File: config.mk
export PLATFORM = sky130hd
export DESIGN_NAME = ps2_host_tx_flat
export DESIGN_NICKNAME = d
export VERILOG_FILES = /design/src/rtl/ps2_host_tx_if.sv /design/src/rtl/ps2_host_tx.sv /design/src/flat_wrapper.sv
export SDC_FILE = /design/constraint.sdc
export NUM_CORES = 1
export LEC_CHECK = 0
export ABC_AREA = 1
export CAP_MARGIN = 20
export CORE_MARGIN = 2
export CORE_UTILIZATION = 60
export CTS_CLUSTER_DIAMETER = 80
export CTS_CLUSTER_SIZE = 40
export DETAILED_ROUTE_END_ITERATION = 8
export PLACE_DENSITY = 0.78
export SLEW_MARGIN = 30
export SYNTH_ARGS = -nofsm -noshare
export SYNTH_HDL_FRONTEND = slang
export SYNTH_SLANG_ARGS = --single-unit
export TNS_END_PERCENT = 10
File: constraint.sdc
create_clock -name clock -period 1.9 [get_ports clock]
set_input_delay 0.38 -clock clock [delete_from_list [all_inputs] [get_ports clock]]
set_output_delay 0.38 -clock clock [all_outputs]
set_load 0.005 [all_outputs]
File: src/rtl/ps2_host_tx_if.sv
`default_nettype none
// ============================================================================
//  Module      : ps2_host_tx_if
//  Description : Command handshake and status bundle for the PS/2 host
//                transmitter. The master side offers a byte (tx_data and
//                tx_valid). The slave side (the transmitter) returns
//                tx_ready and the frame status: busy, done, ack_ok and
//                err_timeout.
//  Revision    : 1.0 - initial release
// ============================================================================
interface ps2_host_tx_if;
    logic [7:0] tx_data;
    logic       tx_valid;
    logic       tx_ready;
    logic       busy;
    logic       done;
    logic       ack_ok;
    logic       err_timeout;

    modport master (
        output tx_data, tx_valid,
        input  tx_ready, busy, done, ack_ok, err_timeout
    );

    modport slave (
        input  tx_data, tx_valid,
        output tx_ready, busy, done, ack_ok, err_timeout
    );
endinterface
`default_nettype wire

File: src/rtl/ps2_host_tx.sv
`default_nettype none
// ============================================================================
//  Module      : ps2_host_tx
//  Description : PS/2 host-to-device transmitter. Sends one command byte to
//                the device as an 11-bit frame: start, 8 data bits LSB
//                first, odd parity, stop. It then samples the device ack.
//                Only open-drain enables are driven. The top level builds
//                PS2Clk = ps2_clk_oe ? 0 : z, and likewise for PS2Data.
//  Ports       : clock        - system clock
//                rst          - synchronous active-high reset
//                bus          - slave side: tx_data, tx_valid, tx_ready,
//                               busy, done, ack_ok, err_timeout
//                ps2_clk_i    - PS2Clk line level (asynchronous)
//                ps2_data_i   - PS2Data line level (asynchronous)
//                ps2_clk_oe   - 1 pulls PS2Clk low
//                ps2_data_oe  - 1 pulls PS2Data low
//  Revision    : 1.0 - initial release
// ============================================================================
module ps2_host_tx #(
    parameter int INHIBIT_CYCLES = 10_000,
    parameter int TIMEOUT_CYCLES = 1_500_000,
    parameter int FILTER_LEN     = 8
) (
    input  wire          clock,
    input  wire          rst,
    ps2_host_tx_if.slave bus,
    input  wire          ps2_clk_i,
    input  wire          ps2_data_i,
    output logic         ps2_clk_oe,
    output logic         ps2_data_oe
);

    localparam int c_inh_w = $clog2(INHIBIT_CYCLES + 1);
    localparam int c_to_w  = $clog2(TIMEOUT_CYCLES + 1);
    localparam int c_flt_w = $clog2(FILTER_LEN + 1);

    // The inhibit phase lasts one cycle less than INHIBIT_CYCLES. The RTS
    // cycle that follows also holds the clock low, so the clock is held low
    // for exactly INHIBIT_CYCLES cycles in total.
    localparam logic [c_inh_w-1:0] c_inh_last = c_inh_w'(INHIBIT_CYCLES - 2);
    localparam logic [c_to_w-1:0]  c_to_last  = c_to_w'(TIMEOUT_CYCLES - 1);
    localparam logic [c_flt_w-1:0] c_flt_last = c_flt_w'(FILTER_LEN - 1);

    typedef enum logic [2:0] {
        S_IDLE      = 3'd0,
        S_INHIBIT   = 3'd1,
        S_RTS       = 3'd2,
        S_SEND      = 3'd3,
        S_ACK       = 3'd4,
        S_WAIT_IDLE = 3'd5
    } state_t;

    state_t             r_state;
    logic               r_clk_s1, r_clk_s2, r_dat_s1, r_dat_s2;
    logic               r_clk_filt;
    logic [c_flt_w-1:0] r_flt_cnt;
    logic               r_fall;
    logic [7:0]         r_byte;
    logic               r_par;
    logic [c_inh_w-1:0] r_inh_cnt;
    logic [c_to_w-1:0]  r_to_cnt;
    logic [3:0]         r_bit_idx;
    logic               r_ack_next;
    logic               r_clk_oe, r_data_oe, r_busy, r_done, r_ack_ok, r_err;

    // Synchronisers and glitch filter. The filtered level only moves after
    // FILTER_LEN consecutive samples that differ from it. r_fall is a
    // one-cycle strobe on each filtered 1->0 transition. The synchronisers
    // reset to 1, which is the idle level of both lines.
    always_ff @(posedge clock) begin
        if (rst) begin
            r_clk_s1   <= 1'b1;
            r_clk_s2   <= 1'b1;
            r_dat_s1   <= 1'b1;
            r_dat_s2   <= 1'b1;
            r_clk_filt <= 1'b1;
            r_flt_cnt  <= '0;
            r_fall     <= 1'b0;
        end else begin
            r_clk_s1 <= ps2_clk_i;
            r_clk_s2 <= r_clk_s1;
            r_dat_s1 <= ps2_data_i;
            r_dat_s2 <= r_dat_s1;
            r_fall   <= 1'b0;
            if (r_clk_s2 == r_clk_filt) begin
                r_flt_cnt <= '0;
            end else if (r_flt_cnt == c_flt_last) begin
                r_clk_filt <= r_clk_s2;
                r_flt_cnt  <= '0;
                r_fall     <= r_clk_filt;
            end else begin
                r_flt_cnt <= r_flt_cnt + 1'b1;
            end
        end
    end

    always_ff @(posedge clock) begin
        if (rst) begin
            r_state    <= S_IDLE;
            r_byte     <= '0;
            r_par      <= 1'b0;
            r_inh_cnt  <= '0;
            r_to_cnt   <= '0;
            r_bit_idx  <= '0;
            r_ack_next <= 1'b0;
            r_clk_oe   <= 1'b0;
            r_data_oe  <= 1'b0;
            r_busy     <= 1'b0;
            r_done     <= 1'b0;
            r_ack_ok   <= 1'b0;
            r_err      <= 1'b0;
        end else begin
            r_done <= 1'b0;
            r_err  <= 1'b0;
            case (r_state)
                S_IDLE: begin
                    if (bus.tx_valid) begin
                        r_byte    <= bus.tx_data;
                        r_par     <= ~^bus.tx_data;
                        r_busy    <= 1'b1;
                        r_ack_ok  <= 1'b0;
                        r_clk_oe  <= 1'b1;
                        r_inh_cnt <= '0;
                        r_state   <= S_INHIBIT;
                    end
                end
                S_INHIBIT: begin
                    if (r_inh_cnt == c_inh_last) begin
                        r_data_oe <= 1'b1;
                        r_state   <= S_RTS;
                    end else begin
                        r_inh_cnt <= r_inh_cnt + 1'b1;
                    end
                end
                S_RTS: begin
                    // Release the clock and keep the start bit driven. The
                    // device now owns the clock.
                    r_clk_oe  <= 1'b0;
                    r_to_cnt  <= '0;
                    r_bit_idx <= '0;
                    r_state   <= S_SEND;
                end
                S_SEND, S_ACK, S_WAIT_IDLE: begin
                    // Completion is checked before the timeout, so a
                    // completion on the final timeout cycle still counts
                    // as done.
                    if (r_state == S_WAIT_IDLE && r_clk_filt && r_dat_s2) begin
                        r_done    <= 1'b1;
                        r_ack_ok  <= r_ack_next;
                        r_busy    <= 1'b0;
                        r_clk_oe  <= 1'b0;
                        r_data_oe <= 1'b0;
                        r_state   <= S_IDLE;
                    end else if (r_to_cnt == c_to_last) begin
                        r_err     <= 1'b1;
                        r_busy    <= 1'b0;
                        r_clk_oe  <= 1'b0;
                        r_data_oe <= 1'b0;
                        r_state   <= S_IDLE;
                    end else begin
                        r_to_cnt <= r_to_cnt + 1'b1;
                        if (r_fall) begin
                            if (r_state == S_SEND) begin
                                if (r_bit_idx < 4'd8) begin
                                    r_data_oe <= ~r_byte[r_bit_idx[2:0]];
                                end else if (r_bit_idx == 4'd8) begin
                                    r_data_oe <= ~r_par;
                                end else begin
                                    r_data_oe <= 1'b0;
                                end
                                r_bit_idx <= r_bit_idx + 1'b1;
                                if (r_bit_idx == 4'd9) begin
                                    r_state <= S_ACK;
                                end
                            end else if (r_state == S_ACK) begin
                                r_ack_next <= ~r_dat_s2;
                                r_state    <= S_WAIT_IDLE;
                            end
                        end
                    end
                end
                default: r_state <= S_IDLE;
            endcase
        end
    end

    assign bus.tx_ready    = (r_state == S_IDLE);
    assign bus.busy        = r_busy;
    assign bus.done        = r_done;
    assign bus.ack_ok      = r_ack_ok;
    assign bus.err_timeout = r_err;
    assign ps2_clk_oe      = r_clk_oe;
    assign ps2_data_oe     = r_data_oe;

endmodule
`default_nettype wire

File: src/flat_wrapper.sv
// flat-port wrapper written by rule: the top's interface ports become plain ports
module ps2_host_tx_flat 
#(
    parameter int INHIBIT_CYCLES = 10_000,
    parameter int TIMEOUT_CYCLES = 1_500_000,
    parameter int FILTER_LEN     = 8
)
  (clock, rst, ps2_clk_i, ps2_data_i, ps2_clk_oe, ps2_data_oe, bus_tx_data, bus_tx_valid, bus_tx_ready, bus_busy, bus_done, bus_ack_ok, bus_err_timeout);
  ps2_host_tx_if bus_i ();
  input  wire clock;
  input  wire rst;
  input  wire ps2_clk_i;
  input  wire ps2_data_i;
  output logic ps2_clk_oe;
  output logic ps2_data_oe;
  input wire logic [$bits(bus_i.tx_data)-1:0] bus_tx_data;
  input wire logic [$bits(bus_i.tx_valid)-1:0] bus_tx_valid;
  output wire logic [$bits(bus_i.tx_ready)-1:0] bus_tx_ready;
  output wire logic [$bits(bus_i.busy)-1:0] bus_busy;
  output wire logic [$bits(bus_i.done)-1:0] bus_done;
  output wire logic [$bits(bus_i.ack_ok)-1:0] bus_ack_ok;
  output wire logic [$bits(bus_i.err_timeout)-1:0] bus_err_timeout;
  assign bus_i.tx_data = bus_tx_data;
  assign bus_i.tx_valid = bus_tx_valid;
  assign bus_tx_ready = bus_i.tx_ready;
  assign bus_busy = bus_i.busy;
  assign bus_done = bus_i.done;
  assign bus_ack_ok = bus_i.ack_ok;
  assign bus_err_timeout = bus_i.err_timeout;
  ps2_host_tx #(.INHIBIT_CYCLES(INHIBIT_CYCLES), .TIMEOUT_CYCLES(TIMEOUT_CYCLES), .FILTER_LEN(FILTER_LEN)) u_core (.clock(clock), .rst(rst), .bus(bus_i), .ps2_clk_i(ps2_clk_i), .ps2_data_i(ps2_data_i), .ps2_clk_oe(ps2_clk_oe), .ps2_data_oe(ps2_data_oe));
endmodule
# Yosys cells after proc, flatten, opt, wreduce, memory -nomap -nowiden
# Cells that the tools add are included.
# Widths: inputs -> output; s select.
[totals] word_cells=124 output_inout_bits=7 register_bits=68
[op_classes] muxes=40 n_eq_ne=24 n_reduce_logical=25 magnitude_cmp=2 addsub=4 n_bitwise=9
[ops] operator="$mux 21" n=2
[ops] operator="$pmux 21 s2" n=1
[ops] operator="$mux 14" n=2
[ops] operator="$pmux 14 s2" n=1
[ops] operator="$mux 3" n=8
[ops] operator="$add 21x1->21 const B" n=1
[ops] operator="$eq 21x21->1 const B" n=1
[ops] operator="$mux 4" n=4
[ops] operator="$mux 1" n=15
[ops] operator="$reduce_and 3->1" n=5
[ops] operator="$add 14x1->14 const B" n=1
[ops] operator="$eq 14x14->1 const B" n=1
[ops] operator="$pmux 3 s4" n=1
[ops] operator="$reduce_or 3->1" n=4
[ops] operator="$reduce_and 5->1" n=2
[ops] operator="$not 1->1" n=9
[ops] operator="$add 4x1->4 const B" n=2
[ops] operator="$eq 4x4->1 const B" n=2
[ops] operator="$ne 2x1->1 const B" n=4
[ops] operator="$ne 2x2->1 const B" n=4
[ops] operator="$ne 4x1->1 const B" n=2
[ops] operator="$pmux 4 s2" n=1
[ops] operator="$reduce_bool 2->1" n=4
[ops] operator="$reduce_xnor 8->1" n=1
[ops] operator="other kinds (20)" n=26

# Longest topological paths before layout
# Gate-level depths: netlist of the first run.
[logic_depth] word_depth=9 ltp_mapped=13 ltp_nobuf=13

# Worst setup path before layout of the first run
# OpenSTA, ideal clock, no wires.
[synth_timing] kind="reg2reg" startpoint="reg u_core.r_to_cnt[0]" endpoint="reg u_core.r_to_cnt[2]" synth_period_minus_slack_ps=1573 arrival_time_ps=1458 stages_incl_launch_ff=9 n_path_buf=1 setup_ps=115 setup_slack_ps=327 required_ps=1785 cell_sequence="dfxtp_1 > ha_1 > nand3_4 > nor2_4 > nand4_2 > nand3_4 > buf_6 > nor2_1 > o21a_1"
[synth_via] elab_chain_len=4 elab_cells_between_ends=7 cone_classes="1 x add/sub; 2 x eq/ne; 3 x mux; 1 x reduce/logical"
[synth_rtl] item="start: declaration" line="ps2_host_tx.sv:61" text="logic [c_to_w-1:0] r_to_cnt;"
[synth_rtl] item="start signal: assignment" line="ps2_host_tx.sv:161" text="r_to_cnt <= r_to_cnt + 1'b1;"
[synth_rtl] item="$add 21x1->21" line="ps2_host_tx.sv:161"
[synth_rtl] item="$mux 21" line="ps2_host_tx.sv:154" text="end else if (r_to_cnt == c_to_last) begin"
[synth_rtl] item="$mux 21" line="ps2_host_tx.sv:147" text="if (r_state == S_WAIT_IDLE && r_clk_filt && r_dat_s2) begin"
[synth_rtl] item="$pmux 21 s2" line="ps2_host_tx.sv:115" text="case (r_state)"
# Several ways; a longest one is shown, not always the timed one. The select of a mux whose other input is x is not followed.
# A chain may end at the register's enable or synchronous reset.

# Final worst setup path of the first run
[layout_timing] startpoint="reg u_core.r_state[0]" endpoint="out bus_tx_ready"
[layout_via] elab_chain_len=1
[layout_rtl] item="start: declaration" line="ps2_host_tx.sv:53" text="state_t r_state;"
[layout_rtl] item="start signal: assignment" line="ps2_host_tx.sv:99" text="r_state <= S_IDLE;"
[layout_rtl] item="start signal: assignment" line="ps2_host_tx.sv:124" text="r_state <= S_INHIBIT;"
[layout_rtl] item="start signal: assignment" line="ps2_host_tx.sv:130" text="r_state <= S_RTS;"
[layout_rtl] item="$logic_not 3->1" line="ps2_host_tx.sv:187" text="assign bus.tx_ready = (r_state == S_IDLE);"
[layout_rtl] item="end: declaration" line="flat_wrapper.sv:18" text="output wire logic [$bits(bus_i.tx_ready)-1:0] bus_tx_ready;"
# No other way between the ends.

==> results of run 1 <==
==> through the flow <==
step	hold slack [ns]	setup slack [ns]
2_1_floorplan	0.389	0.327
3_3_place_gp	0.397	0.160
3_5_place_dp	0.399	0.109
4_1_cts	0.415	0.0264
5_1_grt	0.439	-0.0185
6_report	0.412	0.0682
==> how the worst max path moves through the flow <==
| stage | startpoint | to | cells after the start |
|---|---|---|---|
| 2_1_floorplan | u_core.r_to_cnt[0] | u_core.r_to_cnt[2] | 8 |
| 3_3_place_gp | bus_tx_valid | u_core.r_inh_cnt[13] | 10 |
| 3_5_place_dp | bus_tx_valid | u_core.r_inh_cnt[5] | 8 |
| 4_1_cts | u_core.r_state[1] | bus_tx_ready | 4 |
| 5_1_grt | u_core.r_state[0] | bus_tx_ready | 4 |
| 6_report | u_core.r_state[0] | bus_tx_ready | 4 |
==> power groups by stage <==
stage | clock [mW] | sequential (mW) | combinational (mW)
finish | 1.36 | 1.76 | 1.81
global route | 1.44 | 1.78 | 2.01
CTS | 1.39 | 1.75 | 1.71
detailed placement | 0 | 1.77 | 1.66
global placement | 0 | 1.77 | 1.60
floorplan | 0 | 1.72 | 1.23
==> cells in the final DEF (no fill, tap or decap), types with 2 or more instances in the layout <==
cell             instances
nand2_2                  2
nand2_4                  2
nand3_2                  4
inv_1                   55
nor2_2                   5
o21ai_0                 28
clkbuf_8                11
nand3_4                  2
ha_1                     6
a21oi_1                 43
xor2_1                  10
dfxtp_1                 66
buf_4                   21
nor3_1                  11
nand3_1                 41
clkdlybuf4s50_1         19
inv_2                    3
o21a_1                   5
xnor2_1                 12
nor2_4                   3
nand2_1                150
or2_2                    5
nand4_1                  8
bufinv_16                2
nor2_1                  95
inv_4                    2
buf_12                   2
==> area by class of cell <==
class                      instances  area, um2
clock buffer                      11        151
fill                             561       1810
sequential                        68       1370
tap                               77       96.3
inverter                          60        230
timing repair buffer              42        388
clock inverter                     4       72.6
multi-input combinational        439       2160
==> cells by family after synthesis <==
logic type,Yosys count
AO/OA/AOI/OAI,79
XOR/XNOR,22
buffers and inverters,75
adder cells (fa/ha/maj),6
AND/OR/NAND/NOR,332
flip-flops,68
==> layer usage <==
metal / global-route usage [%] / wire length [um] / part of all wire [%] / vias to the layer above
met1: 34.3 / 4120 / 47 / 1708
met4: 9.82 / 201 / 2.3 / 0
li1: - / - / - / 1936
met2: 41.3 / 4050 / 46 / 96
met5: 0 / 0 / 0 / -
met3: 5.44 / 471 / 5.3 / 20
==> what timing repair did <==
action / 4_1_cts / 5_1_grt
resized for setup: 4 / 3
pin swaps: 0 / 1
setup buffers: 1 / 5
endpoints found under the setup margin: 1 / 11
==> worst register-to-register path: cells and delay by family (launching register included) <==
kind / cells / cell delay [ns]
flops: 1 / 0.38
fa+ha+maj: 1 / 0.24
buf+inv: 1 / 0.18
simple gates: 6 / 0.79
compound gates: 1 / 0.11
==> state kept, by name, indices dropped and copies added (netlist names), 3 cells and up <==
name              cells
u_core.r_inh_cnt     14
u_core.r_to_cnt      21
u_core.r_bit_idx      4
u_core.r_byte         8
u_core.r_state        3
u_core.r_flt_cnt      4
==> results.ini, run 1 <==
[floorplan]
start_util_pct = 61.3
dieArea_um2 = 7070
row_count = 29
io_pins = 20
fp.dieH_um = 84.1
core_region_area_um2 = 6280
die_x_um = 84.1

[setup_path]
crit_path_cell_trace = nor2_2 -> nand2_2 -> inv_1 -> clkdlybuf4s50_1
crit_path_max_incr_delay_ns = 0.49
cpLargestDelayFamily = buffers and inverters
worstSetupPathType = reg2out
worstReg2RegStart = u_core.r_to_cnt[0]
r2r_cells = 9
critPathArrivalTime_ns = 1.45
critPathLaunchType = flip-flop
path_buf_inv = 2
r2r_slack_ns = 0.13
required_ns = 1.52
crit_path_max_fanout = 6
cp_slowest_cell = clkdlybuf4s50_1
reg2reg_to = u_core.r_to_cnt[18]
worstSetupEndpointType = primary output

[logic_synthesis]
yosys_warnings = 0
ys_types = 32
syn-cell-area_um2 = 3850
yosysTopAreaCell = dfxtp_1
ys_top_cells_by_count = 151 x nand2_1, 96 x nor2_1, 68 x dfxtp_1, 55 x inv_1, 43 x a21oi_1
synth_top_family_by_area = simple AND/OR/NAND/NOR gates
synth-seq-area-share_pct = 35.4
synth_seq_cells = 68
yosysTopAreaCellShare_pct = 35.4
synthMuxAreaShare_pct = 0
synth_compound_area_share_pct = 10.8
synth-edff-count = 0
syn_area_per_cell_um2 = 6.61
synth_most_common_cell = nand2_1
synthesis.instances = 582
synth_simple_gate_area_share_pct = 38.2
async_flop_share_pct = 0
synth_fp_nets = 601
synth_fa_ha_area_share_pct = 1.95
synthTopCellsByArea = dfxtp_1 35%, nand2_1 15%, nor2_1 9.4%, a21oi_1 5.6%, nand3_1 5.5%
synthXorXnorAreaFrac_pct = 5.01
synth-main-ff-cell = dfxtp_1

[clocking]
path_clk_slew_ns = 0.07
htreeDepth = 3
clock_latency_ns = 0.35
cts_made_buffers = 9
clock-sinks = 68
ctsHoldBuffers = 0
root_buffer = clkbuf_8
cts_tree = done
clock_path_buffers = 2

[cells_and_area]
area_delta_synth_final_pct = 16.1
final_nets = 639
final_cells = 701
num_antenna_cells = 0
utilization_pct = 71.2
layout-drive-gt1-share_pct = 11.4
finalInstanceArea_um2 = 4470

[power_and_ir_drop]
clockPowerShare_pct = 27.7
ir_worst_vdd_uv = 831
combPwrFrac_pct = 36.7
pwr-share-seq_pct = 35.6
power_mw = 4.93
switchingPower_mw = 1.82
powerDensity_nw_per_um2 = 1100
power_leakage_nw = 1.73
swShare_pct = 36.8
p_int_mw = 3.12

[global_route]
grt_max_degree = 36
grt_use_total_pct = 25.9
grt_pass1_wl_um = 15000
grt_pass1_vias = 3385
gr-total-overflow = 0
antenna_found_initial = 0

[routing]
antenna_left = 0
drc = 0
vias_per_cell = 5.36
vias = 3760
wirelength_um = 8850
drt_iter0_markers = 197
firstDrtPassIters = 5
post_drt_wl_per_cell_um = 12.6

[flow_run]
cap_violations = 0

[place]
placedCellCount = 680
post_dp_cell_area_um2 = 4180
gp_congestion = 0.905
io_buffers = 19
place_hpwl_um = 6360

[min_path]
hold_path_depth = 1
min-delay-start = u_core.r_dat_s1
whs_endpoint = u_core.r_dat_s2
hold_class = reg2reg

[sta]
final-hold-violation-count = 0
slew_headroom_pct = 68.4
slew_viol_final = 0
min_period_over_period_pct = 96.4
max_slew.worst_pin.slew_ns = 0.470
max_freq_mhz = 546
finalSetupTns_ns = 0
fin_skew_ns = 0.00957
post-route-min-period_ns = 1.83
setup_violations = 0

[outcome]
status = complete, no violations

Power figures use the tool's default switching activity.
==> run 2, diff against run 1 <==
Settings changed: SETUP_SLACK_MARGIN from default to 0.15.
==> results.ini, run 2 (synthesized netlist as in run 1, its figures left out) <==
[outcome]
status = complete, no violations

[global_route]
grt_pass1_vias = 3420  ; +1.0%
grt_max_degree = 36  ; unchanged
grt_use_total_pct = 26.1  ; +0.27 points
grt_pass1_wl_um = 15100  ; +1.1%
antenna_found_initial = 0  ; unchanged
gr-total-overflow = 0  ; unchanged

[sta]
rsz0062_at_grt = true
min_period_over_period_pct = 89.1  ; -7.3 points
max_freq_mhz = 591  ; +8.2%
final-hold-violation-count = 0  ; unchanged
fin_skew_ns = 0.00744  ; -0.00213 ns
slew_headroom_pct = 68.1  ; -0.32 points
finalSetupTns_ns = 0  ; unchanged
max_slew.worst_pin.slew_ns = 0.475  ; +0.00482 ns
setup_violations = 0  ; unchanged
post-route-min-period_ns = 1.69  ; -0.138 ns
slew_viol_final = 0  ; unchanged

[floorplan]
dieArea_um2 = 7070  ; unchanged
die_x_um = 84.1  ; unchanged
io_pins = 20  ; unchanged
row_count = 29  ; unchanged
start_util_pct = 61.3  ; unchanged
core_region_area_um2 = 6280  ; unchanged
fp.dieH_um = 84.1  ; unchanged

[cells_and_area]
mostFrequentLayoutCells = 149 x nand2_1, 92 x nor2_1, 62 x dfxtp_1, 55 x inv_1, 43 x a21oi_1
largest_register_ffs = 21  ; unchanged
area_delta_synth_final_pct = 18.3
utilization_pct = 72.5  ; +1.3 points
final_common_cell = nand2_1
layout-drive-gt1-share_pct = 13.9  ; +2.6 points
final_nets = 646  ; +1.1%
top_register = u_core.r_to_cnt
reg.largest.list = u_core.r_to_cnt (21), u_core.r_inh_cnt (14), u_core.r_byte (8)
num_antenna_cells = 0  ; unchanged

[routing]
drc = 0  ; unchanged
antenna_left = 0  ; unchanged
vias = 3798  ; +1.0%
wirelength_um = 8950  ; +1.2%
post_drt_wl_per_cell_um = 12.6  ; +0.15%
firstDrtPassIters = 5  ; unchanged
drt_iter0_markers = 212  ; +7.6%
vias_per_cell = 5.36  ; about the same

[power_and_ir_drop]
powerDensity_nw_per_um2 = 1110  ; +0.54%
pwr-share-seq_pct = 34.3  ; -1.3 points
ir_worst_vdd_uv = 832  ; about the same
p_int_mw = 3.19  ; +2.5%
swShare_pct = 36.8  ; -0.062 points
power_leakage_nw = 1.77  ; +2.0%
clockPowerShare_pct = 27.1  ; -0.6 points
combPwrFrac_pct = 38.6  ; +1.9 points
switchingPower_mw = 1.86  ; +2.3%

[clocking]
clock_path_buffers = 2  ; unchanged
clock-sinks = 68  ; unchanged
cts_made_buffers = 9  ; unchanged
path_clk_slew_ns = 0.08  ; about the same
cts_tree = done
htreeDepth = 3  ; unchanged
clock_latency_ns = 0.35  ; about the same
root_buffer = clkbuf_8

[setup_path]
critPathLaunchType = flip-flop
crit_path_max_fanout = 8  ; +2
worstSetupEndpointType = flip-flop
critPathArrivalTime_ns = 1.94  ; +0.49 ns
cpLargestDelayFamily = simple AND/OR/NAND/NOR gates
r2r_slack_ns = 0.21  ; +0.08 ns
path_buf_inv = 1  ; -1
cp_slowest_cell = dfxtp_2
crit_path_max_incr_delay_ns = 0.36  ; -0.13 ns
crit_path_cell_trace = ha_2 -> nand3_4 -> nor2_4 -> nand4_2 -> nand3_4 -> buf_4 -> nor2_1 -> o21a_1
required_ns = 2.15  ; +0.63 ns
worstSetupPathType = reg2reg
cp_common_cell = nand3_4

[place]
place_hpwl_um = 6360  ; unchanged
gp_congestion = 0.905  ; unchanged
io_buffers = 19  ; unchanged

[min_path]
hold_class = reg2reg

[flow_run]
cap_violations = 0  ; unchanged

==> run 2: worst reg2reg max path: stages, from the launching register on <==
cell and delay [ns]:
dfxtp_2 0.36, ha_2 0.21, nand3_4 0.14, nor2_4 0.14, nand4_2 0.18, nand3_4 0.16
buf_4 0.18, nor2_1 0.06, o21a_1 0.16
==> run 2: worst paths after layout <==
check,startpoint,endpoint,depth (start not counted)
max,u_core.r_to_cnt[0],u_core.r_to_cnt[2],8
min,u_core.r_dat_s1,u_core.r_dat_s2,1
max reg2reg,u_core.r_to_cnt[0],u_core.r_to_cnt[2],8
min reg2reg,u_core.r_dat_s1,u_core.r_dat_s2,1
==> run 2: area by class of cell <==
cell class              instances  area [um2]
repair buffers                 49         439
multi-input cells             439        2190
flip-flops and latches         68        1370
clock buffers                  11         151
inverters                      60         228
clock inverters                 4        72.6
fillers                       537        1730
well taps                      77        96.3
==> run 2: power by group through the flow <==
stage                     Sequential, mW  Clock [mW]  Combinational [mW]
after floorplan                     1.72           0                1.23
after global placement              1.77           0                1.60
after detailed placement            1.77           0                1.66
after CTS                           1.72        1.39                1.76
after global routing                1.75        1.44                2.15
final                               1.73        1.37                1.95
==> run 2: what timing repair did <==
action,4_1_cts,5_1_grt
pin swaps,0,6
setup endpoints to repair,12,38
resized for setup,7,13
cloned,0,0
hold buffers,0,0
setup buffers,4,9
==> run 2: per-layer routing <==
| metal | share of wire [%] | vias up | GRT usage (%) |
|---|---|---|---|
| li1 | - | 1954 | - |
| met5 | 0 | - | 0 |
| met2 | 46 | 99 | 41.8 |
| met4 | 1.8 | 0 | 9.82 |
| met3 | 5.4 | 14 | 5.64 |
| met1 | 47 | 1731 | 34.5 |
==> run 2: per-stage QoR <==
| step | cell area [um2] | worst slack [ns] | hold WS, ns | std cells | power, mW |
|---|---|---|---|---|---|
| floorplan | 3850 | 0.327 | 0.389 | 582 | 2.96 |
| global placement | 4180 | 0.160 | 0.397 | 680 | 3.37 |
| detailed placement | 4180 | 0.109 | 0.399 | 680 | 3.43 |
| CTS | 4450 | 0.102 | 0.415 | 699 | 4.88 |
| global route | 4550 | 0.121 | 0.439 | 708 | 5.34 |
| finish | 4550 | 0.207 | 0.413 | 708 | 5.05 |
